==> src/rtl/clk_div_ctrl.sv <==
// rtl/clk_div_ctrl.sv - programmable integer clock divider with glitch-free start/stop
// and a one-deep ratio queue that is applied only on period boundaries.
module clk_div_ctrl #(
  parameter int WIDTH         = 8,
  parameter int DEFAULT_RATIO = 2
) (
  input  logic             clk,
  input  logic             rst_n,
  input  logic             en,
  input  logic             div_valid,
  input  logic [WIDTH-1:0] div_ratio,
  output logic             div_ready,
  output logic             div_err,
  output logic             out_clk,
  output logic             out_tick,
  output logic [WIDTH-1:0] cur_ratio,
  output logic             busy
);

  typedef enum logic [1:0] {
    ST_IDLE = 2'd0,
    ST_RUN  = 2'd1,
    ST_STOP = 2'd2
  } state_t;

  localparam logic [WIDTH-1:0] RATIO_RST = WIDTH'(DEFAULT_RATIO);
  localparam logic [WIDTH-1:0] ONE       = WIDTH'(1);
  localparam logic [WIDTH-1:0] TWO       = WIDTH'(2);

  state_t           state_q;
  logic [WIDTH-1:0] cnt_q;
  logic [WIDTH-1:0] cur_ratio_q;
  logic [WIDTH-1:0] pend_q;
  logic             pend_full_q;
  logic             out_clk_q;
  logic             out_tick_q;
  logic             div_err_q;

  logic             accept;
  logic             legal;
  logic             take;
  logic [WIDTH-1:0] half;
  logic [WIDTH-1:0] cnt_d;
  logic             wrap;

  assign accept = div_valid && !pend_full_q;
  assign legal  = (div_ratio >= TWO);
  assign take   = accept && legal;
  assign half   = cur_ratio_q >> 1;
  assign cnt_d  = cnt_q + ONE;
  assign wrap   = (cnt_q == (cur_ratio_q - ONE));

  // en sampled on the wrap edge decides whether a new period starts or the divider parks.
  always_ff @(posedge clk or negedge rst_n) begin
    if (!rst_n) begin
      state_q     <= ST_IDLE;
      cnt_q       <= '0;
      cur_ratio_q <= RATIO_RST;
      pend_q      <= '0;
      pend_full_q <= 1'b0;
      out_clk_q   <= 1'b0;
      out_tick_q  <= 1'b0;
      div_err_q   <= 1'b0;
    end else begin
      out_tick_q <= 1'b0;
      div_err_q  <= accept && !legal;
      case (state_q)
        ST_IDLE: begin
          cnt_q     <= '0;
          out_clk_q <= 1'b0;
          if (take) begin
            cur_ratio_q <= div_ratio;
          end
          if (en) begin
            state_q    <= ST_RUN;
            out_clk_q  <= 1'b1;
            out_tick_q <= 1'b1;
          end
        end
        default: begin
          if (wrap) begin
            cnt_q <= '0;
            // take implies the queue is empty, so it never collides with this drain.
            if (pend_full_q) begin
              cur_ratio_q <= pend_q;
              pend_full_q <= 1'b0;
            end
            if (en) begin
              state_q    <= ST_RUN;
              out_clk_q  <= 1'b1;
              out_tick_q <= 1'b1;
              if (take) begin
                pend_q      <= div_ratio;
                pend_full_q <= 1'b1;
              end
            end else begin
              state_q   <= ST_IDLE;
              out_clk_q <= 1'b0;
              if (take) begin
                cur_ratio_q <= div_ratio;
              end
            end
          end else begin
            cnt_q   <= cnt_d;
            state_q <= en ? ST_RUN : ST_STOP;
            if (cnt_d == half) begin
              out_clk_q <= 1'b0;
            end
            if (take) begin
              pend_q      <= div_ratio;
              pend_full_q <= 1'b1;
            end
          end
        end
      endcase
    end
  end

  assign div_ready = !pend_full_q;
  assign div_err   = div_err_q;
  assign out_clk   = out_clk_q;
  assign out_tick  = out_tick_q;
  assign cur_ratio = cur_ratio_q;
  assign busy      = (state_q != ST_IDLE);

endmodule

==> config.mk <==
export PLATFORM = sky130hd
export DESIGN_NAME = clk_div_ctrl
export DESIGN_NICKNAME = d
export VERILOG_FILES = /design/src/rtl/clk_div_ctrl.sv
export SDC_FILE = /design/constraint.sdc
export NUM_CORES = 1
export LEC_CHECK = 0
export CAP_MARGIN = 40
export CORE_MARGIN = 2
export CORE_UTILIZATION = 49
export DETAILED_ROUTE_END_ITERATION = 8
export MAX_ROUTING_LAYER = met4
export PLACE_DENSITY = 0.76
export RECOVER_POWER = 50
export SYNTH_ARGS = -nofsm -noshare
export SYNTH_HDL_FRONTEND = slang
export SYNTH_SLANG_ARGS = --single-unit
==> constraint.sdc <==
create_clock -name clk -period 2.8 [get_ports clk]
set_clock_uncertainty 0.15 [all_clocks]
set_input_delay 0.28 -clock clk [delete_from_list [all_inputs] [get_ports clk]]
set_output_delay 0.28 -clock clk [all_outputs]
set_load 0.05 [all_outputs]
* Word level (Yosys, flattened, before mapping)
Cells that the tools add are included.
** Storage, ports and cells
- Register bits after elaboration :: 30
- Input bits :: 12
- Word-level logic and storage cells :: 56
- Output and inout bits :: 13
** Operators by class
- Muxes and demuxes :: 26
- Bitwise operators :: 1
- Order comparisons :: 1
- Equality and inequality tests :: 5
- Reductions and logical operators :: 13
- Add/sub/neg operators :: 2
** Operator list (number)
- $mux 8 :: 11
- $mux 1 :: 11
- $add 8x1->8 const B :: 1
- $eq 8x7->1 :: 1
- $eq 8x8->1 :: 1
- $ge 8x2->1 const B :: 1
- $mux 2 :: 4
- $sub 8x1->8 const B :: 1
- $ne 2x2->1 const B :: 3
- $reduce_and 2->1 :: 3
- $reduce_bool 2->1 :: 3
- $logic_and 1x1->1 :: 3
- $reduce_bool 3->1 :: 1
- $logic_not 1->1 :: 2
- $logic_not 2->1 :: 1
- $not 1->1 :: 1

* Logic depth before layout (Yosys ltp)
Gate-level depths: netlist of the first run.
- Depth after elaboration :: 7
- Depth in mapped cells :: 11
- Depth with buffers taken out :: 8

* Least setup slack after synthesis of the first run
No wires, ideal clock.
- Path kind :: reg2reg
- From :: register cur_ratio_q[1] (netlist: cur_ratio[1])
- To :: register pend_q[0]
- Required time :: 2.525 ns
- Arrival :: 2.993 ns
- Slack :: -0.468 ns
- Library setup time :: 0.125 ns
- Stages on the path, launching flop included :: 12
- Clock period less this slack :: 3.268 ns
- Cell sequence :: dfstp_2 -> buf_2 -> inv_1 -> ha_1 -> buf_6 -> nor2b_1 -> or3_1 -> a31o_1 -> or3_1 -> o311a_1 -> buf_6 -> mux2_4
** On the way
- Word-level cells in the longest chain between the ends :: 4
- Elaborated cells between the ends (all ways) :: 5
** RTL lines
- start: declaration :: line 32 : logic [WIDTH-1:0] cur_ratio_q;
- start signal: assignment :: line 72 : cur_ratio_q <= div_ratio;
- start signal: assignment :: line 85 : cur_ratio_q <= pend_q;
- start signal: assignment :: line 100 : cur_ratio_q <= div_ratio;
- $sub 8x1->8 (*) :: line 51 : assign wrap = (cnt_q == (cur_ratio_q - ONE));
- $eq 8x8->1 (*) :: line 51
- $ne 2x2->1 (no line)
- $reduce_and 2->1 (no line)
- end signal: assignment :: line 93 : pend_q <= div_ratio;
- end signal: assignment :: line 110 : pend_q <= div_ratio;
- end: declaration :: line 33 : logic [WIDTH-1:0] pend_q;
Mark *: on every way between the ends. The rest lies on a longest branch, timed or not.
A chain may end at the register's enable or synchronous reset.

* Worst setup path in the final report of the first run
- From :: register cur_ratio_q[1] (netlist: cur_ratio[1])
- To :: register pend_q[2]
The elaborated chain is that of the path after synthesis.

==> results by group, run 1 <==
Outcome
  • Result of the run: complete, but fails checks
  • Failing checks: capacitance limit, slew limit

Drt
  • Drt drc: 0
  • Number of nets still failing antenna checks after routing: 0
  • Iteration-0 DRC Markers: 76
  • WL final: 4029 um
  • Vias per cell: approximately 5.6
  • Routed wirelength normalized by instance count: around 17 um
  • Number of vias in the routed layout: 1,372
  • Number of iterations in the first detailed-routing pass: 4

Layout
  • Number of antenna diodes: 0
  • Util after Layout: 0.6386
  • NumNets Final: 211
  • Fraction of layout instances using a drive strength above 1: 0.1717
  • Design Area, Final: around 2200 sq um
  • Cell Count, Final, Fillers Out: 244
  • Area growth from synthesis to layout: 22.78%

Critical path
  • Data required, critical path: around 2.9 ns
  • Startpoint class of the critical path: register
  • Crit path largest cell delay: approximately 0.55 ns
  • Data arrival at the endpoint of the critical path: ~2.8 ns
  • End of the worst register-to-register path: pend_q[2]
  • Maximum net fanout on the critical path: 9
  • CP delay by family, top: simple AND/OR/NAND/NOR gates
  • Count of buffer and inverter cells on the critical path: 1
  • Library cell contributing the largest single delay on the critical path: sky130_fd_sc_hd__dfstp_2
  • Crit path capture type: register
  • Critical setup path kind: reg -> reg
  • Register-to-register setup slack: ~0.074 ns
  • Origin of the critical flop-to-flop path: cur_ratio[1]
  • Cells traversed along the worst timing path: inv_2, ha_4, nor2b_1, or3_1, a31o_1, or3_4, o311a_4, mux2_4
  • Worst reg-to-reg path cell count: 8

Floorplan
  • Initial core utilization: 0.5201
  • Row Count: 21
  • Count of pins on the block boundary: 25
  • Die width: between 60 and 70 um
  • Die area: about 4100 sq um
  • Height of the die: approximately 64 um
  • Area of the core: 3390 sq um

Place
  • Placed cell count: 236
  • Placer Congestion: roughly 0.85
  • Estimated wirelength of the detail-placed design: around 2900 um
  • Input/output buffers: 24
  • Post-placement setup slack: -0.1059 ns
  • Placed instance area: ~2100 sq um

Clock tree
  • Clock net sink count: 30
  • Maximum clock path buffer count: 2
  • Clk_lat worst skew: ~0.33 ns
  • Total of hold buffers inserted after clock tree synthesis: 0
  • Buffer type at the clock tree root: sky130_fd_sc_hd__clkbuf_4
  • CTS H-tree depth: 2
  • Clock-pin slew reported for the worst setup and hold paths after clock tree synthesis: 0.10 ns
  • Buffers inserted by post-CTS timing repair: 0
  • Cts bufs inserted: 5
  • Clock tree from TritonCTS: done

Timing
  • Post-Route Hold Slack: 0.3757 ns
  • Final setup viols: 0
  • Worst-case headroom to the max-slew limit: -0.08307
  • Fin crit share: 0.9736
  • Final WS setup: around 0.074 ns
  • Fmax achieved: 366.8 MHz
  • Final period demand of the worst path: ~2.7 ns
  • Slew @ Worst Pin: roughly 1.6 ns
  • Setup Total Neg Slack: 0 ns
  • Count of endpoints failing hold in the final timing report: 0
  • Max-slew violations: 31

Job
  • Max-cap check violation count: 1

GRT
  • Number of global-route vias before repair: about 1,500
  • Antenna violations before repair: 0
  • GRT Total Usage: 0.2274
  • Overall overflow remaining after global route: 0
  • Pin count of the biggest net entering global routing: 31
  • First-pass GRT wire length: around 6900 um

Synth
  • Mean cell area of the mapped netlist: about 11 sq um
  • EDFF count, synth: 0
  • Top cells by count, synth: sky130_fd_sc_hd__dfrtp_1 (29), sky130_fd_sc_hd__o22a_1 (16), sky130_fd_sc_hd__nor2_1 (13)
  • Part of the Yosys area used for sequential elements: 0.4265
  • Cells after Synth: 167
  • Unique cell type count in the Yosys netlist: 42
  • Main area contributors after synthesis: sky130_fd_sc_hd__dfrtp_1 (41%), sky130_fd_sc_hd__o22a_1 (7.9%), sky130_fd_sc_hd__mux2_4 (6.8%)
  • Post-synthesis instance area: 1763 sq um
  • Cell type with the highest aggregate area in the netlist: sky130_fd_sc_hd__dfrtp_1
  • Syn nets: 181
  • Dominant synthesized flop cell: sky130_fd_sc_hd__dfrtp_1
  • Fraction of post-synthesis cell area in the top cell type by area: 0.4116
  • Share of async-settable or async-resettable flops after synthesis: 1.000
  • Yosys reg bits: 30
  • Yosys warning total: 0
  • Most repeated cell in the gate-level netlist after synthesis: sky130_fd_sc_hd__dfrtp_1

Power and ir drop
  • Net Switching: about 0.28 mW
  • Power consumption: between 0.9 and 1 mW
  • Switching share of power: 0.2994
  • Total leakage power: 0.9592 nW
  • Power density over cell area: around 430 nW/um^2
  • Part of the total power dissipated in combinational logic: 0.199
  • Maximum vdd ir drop: 337.0 uV
  • Clk network pwr share: 0.294
  • Portion of total power attributed to sequential cells: 0.507
  • Total internal power: 0.6586 mW

Worst hold path
  • Startpoint of the lowest-slack hold path: pend_full_q
  • Endpoint of the worst hold path: div_err
  • HP Class: reg -> reg
  • Hold Path Cell Cnt: 1
how the worst max path moves through the flow:
stage / end / depth (start not counted) / startpoint
global route: cur_ratio[3] / 8 / cur_ratio[1]
CTS: pend_q[6] / 8 / cur_ratio[1]
finish: pend_q[2] / 8 / cur_ratio[1]
floorplan: pend_q[0] / 11 / cur_ratio[1]
global placement: pend_q[3] / 8 / cur_ratio[1]
detailed placement: pend_q[6] / 8 / cur_ratio[1]
cells by family (layout without fill, tap and decap cells):
kind of cell	Yosys count	count (layout)	synth area share
XOR/XNOR	21	21	0.1043
AND/OR/NAND/NOR	51	51	0.1583
buffers and inverters	16	47	0.04471
AO/OA/AOI/OAI	37	37	0.1718
flip-flops	30	30	0.4265
adder cells (fa/ha/maj)	2	2	0.01419
multiplexers	10	10	0.08020
placed cells by master, fill, tap and decap left out, drive strengths merged, types with 6 or more instances in the layout:
master         netlist  routed
clkdlybuf4s50        0      18
inv                  6       6
nand3                8       8
clkbuf               5       8
dlygate4sd3          0       6
o22a                16      16
buf                  5       8
xor2                10      10
nor2                13      13
dfrtp               29      29
xnor2               11      11
nor2b                6       6
mux2                 9       9
worst reg2reg max path, stage by stage (launching register included):
cell and delay (ns):
sky130_fd_sc_hd__dfstp_2 0.55, sky130_fd_sc_hd__inv_2 0.04, sky130_fd_sc_hd__ha_4 0.15, sky130_fd_sc_hd__nor2b_1 0.11
sky130_fd_sc_hd__or3_1 0.31, sky130_fd_sc_hd__a31o_1 0.21, sky130_fd_sc_hd__or3_4 0.38, sky130_fd_sc_hd__o311a_4 0.40
sky130_fd_sc_hd__mux2_4 0.32
sequential cells by signal (all words and copies together) (netlist names):
name,count
cur_ratio,8
state_q,2
out_tick,1
out_clk,1
pend_q,8
cnt_q,8
pend_full_q,1
div_err,1
power by group through the flow:
stage | logic [mW] | clock network, mW | registers, mW
after floorplan | 0.0938 | 0 | 0.502
after global placement | 0.184 | 0 | 0.483
after detailed placement | 0.189 | 0 | 0.485
after CTS | 0.192 | 0.278 | 0.477
after global routing | 0.205 | 0.305 | 0.480
final | 0.187 | 0.276 | 0.476
per-layer routing:
layer,track usage,wire length [um]
met1,0.2829,1850
met2,0.3581,1935
met3,0.05810,160
met4,0.08424,82
met5,-,0
layout make-up:
type                       instances  area [sq um]
fill                             280          1225
multi-input combinational        121         967.2
sequential                        30         753.2
timing repair buffer              33         304.0
tap                               46         57.56
clock buffer                       7         55.05
inverter                           6         22.52
clock inverter                     1         5.005
timing repair:
item                                    4_1_cts  5_1_grt
resized for setup                             2        1
endpoints found under the setup margin        8        2
pin swaps                                     1        0
Power figures use the tool's default switching activity.
==> run 2, diff against run 1 <==
--- a/config.mk
+++ b/config.mk
@@ -10,7 +10,7 @@
 export CORE_UTILIZATION = 49
 export DETAILED_ROUTE_END_ITERATION = 8
 export MAX_ROUTING_LAYER = met4
-export PLACE_DENSITY = 0.76
+export PLACE_DENSITY = 0.78
 export RECOVER_POWER = 50
 export SYNTH_ARGS = -nofsm -noshare
 export SYNTH_HDL_FRONTEND = slang
==> run 2 against run 1 <==
The flow finishes with violations (setup timing); register-to-register slack worse by 0.09 ns; sequential power about the same; critical endpoint is now pend_q[5]; first-iteration DRC count up 75%; critical path type unchanged; maximum frequency down 3.3%; core utilization up 2.3 points.
==> results by group, run 2 (synthesis results as in run 1) <==
Outcome
  • Result of the run: complete, but fails checks
  • Failing checks: setup timing

Critical path
  • Data required, critical path: around 2.9 ns
  • Origin of the critical flop-to-flop path: cur_ratio[1]
  • Cells traversed along the worst timing path: inv_2, ha_4, nor2b_4, or3_1, a31o_1, or3_4, o311a_4, buf_6, mux2_4
  • CP delay by family, top: simple AND/OR/NAND/NOR gates
  • Startpoint class of the critical path: register
  • Count of buffer and inverter cells on the critical path: 2
  • Library cell contributing the largest single delay on the critical path: sky130_fd_sc_hd__dfstp_2
  • Register-to-register setup slack: -0.02 ns
  • Data arrival at the endpoint of the critical path: 2.89 ns
  • End of the worst register-to-register path: pend_q[5]
  • Maximum net fanout on the critical path: 5
  • Crit path capture type: register
  • Critical setup path kind: reg -> reg
  • Crit path largest cell delay: 0.55 ns
  • Worst reg-to-reg path cell count: 9

Layout
  • Cell Count, Final, Fillers Out: 250
  • Number of antenna diodes: 0
  • Sequential cell area: approximately 750 sq um
  • NumNets Final: between 200 and 250
  • Util after Layout: 0.6619
  • Area growth from synthesis to layout: 27.25%
  • Fraction of layout instances using a drive strength above 1: 0.1912
  • Area occupied by multi-input gates: 985.9 sq um
  • Number of inserted filler cells in the final layout: 259
  • Commonest non-fill, non-tap cells in the layout: sky130_fd_sc_hd__dfrtp_1 (28), sky130_fd_sc_hd__clkdlybuf4s50_1 (23), sky130_fd_sc_hd__o22a_1 (16)
  • Most frequent standard cell in the layout excluding fill and tap cells: sky130_fd_sc_hd__dfrtp_1

Drt
  • Number of nets still failing antenna checks after routing: 0
  • Vias per cell: around 5.7
  • Number of iterations in the first detailed-routing pass: 4
  • Routed wirelength normalized by instance count: 16.78 um
  • Drt drc: 0
  • WL final: roughly 4200 um
  • Iteration-0 DRC Markers: between 100 and 150
  • Number of vias in the routed layout: around 1,400

Timing
  • Final period demand of the worst path: roughly 2.8 ns
  • Setup Total Neg Slack: -0.08522 ns
  • Max-slew violations: 0
  • Fmax achieved: about 350 MHz
  • RSZ-0062 raised after global routing: true
  • Worst-case headroom to the max-slew limit: 0.3753
  • Final WS setup: -0.01896 ns
  • Final setup viols: 5
  • Fin crit share: 1.007
  • Count of endpoints failing hold in the final timing report: 0
  • Slew @ Worst Pin: around 0.94 ns

Floorplan
  • Row Count: 21
  • Die area: around 4000 sq um
  • Count of pins on the block boundary: 25
  • Area of the core: roughly 3400 sq um
  • Die width: ~64 um
  • Initial core utilization: 0.5201
  • Height of the die: 63.98 um

Clock tree
  • Cts bufs inserted: 5
  • Clock tree from TritonCTS: done
  • Clk_lat worst skew: between 0.3 and 0.4 ns
  • Clock net sink count: 30
  • Maximum clock path buffer count: 2
  • CTS H-tree depth: 2
  • Buffer type at the clock tree root: sky130_fd_sc_hd__clkbuf_4
  • Total of hold buffers inserted after clock tree synthesis: 0
  • Clock-pin slew reported for the worst setup and hold paths after clock tree synthesis: around 0.090 ns

GRT
  • Antenna violations before repair: 0
  • Overall overflow remaining after global route: 0
  • Number of global-route vias before repair: 1,445
  • Pin count of the biggest net entering global routing: 19
  • First-pass GRT wire length: between 6000 and 7000 um
  • GRT Total Usage: 0.2304

Job
  • Max-cap check violation count: 0

Power and ir drop
  • Power density over cell area: 419.6 nW/um^2
  • Total leakage power: between 0.9 and 1 nW
  • Power consumption: approximately 0.94 mW
  • Maximum vdd ir drop: a little under 300 uV

Worst hold path
  • HP Class: in -> async

Place
  • Input/output buffers: 24
  • Placer Congestion: roughly 0.88
  • Placed cell count: 240
  • Post-placement setup slack: -0.01287 ns
  • Estimated wirelength of the detail-placed design: a little over 3000 um
## run 2: worst max path at each step
stage                 start        end  cells after the start
2_1_floorplan  cur_ratio[1]  pend_q[0]                     11
3_3_place_gp   cur_ratio[1]  pend_q[5]                      9
3_5_place_dp   cur_ratio[1]  pend_q[6]                      9
4_1_cts        cur_ratio[1]  pend_q[0]                      9
5_1_grt        cur_ratio[1]  pend_q[6]                      9
6_report       cur_ratio[1]  pend_q[5]                      9
## run 2: metrics by stage
step	cell area, sq um	hold WS, ns
final	2243	0.3306
after floorplan	1789	-0.1656
after detailed placement	2130	0.3478
after CTS	2197	0.2011
after global routing	2243	0.3623
after global placement	2115	0.3356
## run 2: power breakdown
part	internal (mW)	switching [mW]	total [mW]
clock	0.124	0.146	0.270
sequential	0.454	0.0234	0.478
combinational	0.0862	0.108	0.194
## run 2: final cells by class
cell class	instances	area share
Sequential cell	30	0.3358
Inverter	6	0.01004
Tap cell	46	0.02566
Timing Repair Buffer	39	0.1629
Multi-Input combinational cell	121	0.4395
Clock buffer	8	0.02621
## run 2: per-layer routing
layer,GRT usage,wire (um),part of all wire
met1,0.2831,1837,0.44
met2,0.3620,2089,0.50
met3,0.06866,203,0.048
met4,0.07880,63,0.015
met5,-,0,0
## run 2: what timing repair did
item | in CTS | in global routing
pin swaps | 1 | 2
gates cloned | 1 | 0
gates resized for setup | 1 | 6
buffers inserted | 0 | 1
setup endpoints to repair | 8 | 16
==> run 3, diff against run 2 <==
--- a/config.mk
+++ b/config.mk
@@ -8,6 +8,7 @@
 export CAP_MARGIN = 40
 export CORE_MARGIN = 2
 export CORE_UTILIZATION = 49
+export CTS_CLUSTER_SIZE = 8
 export DETAILED_ROUTE_END_ITERATION = 8
 export MAX_ROUTING_LAYER = met4
 export PLACE_DENSITY = 0.78
==> results of run 3 <==
No change in the layout: final DEF, timing and power equal those of run 2.
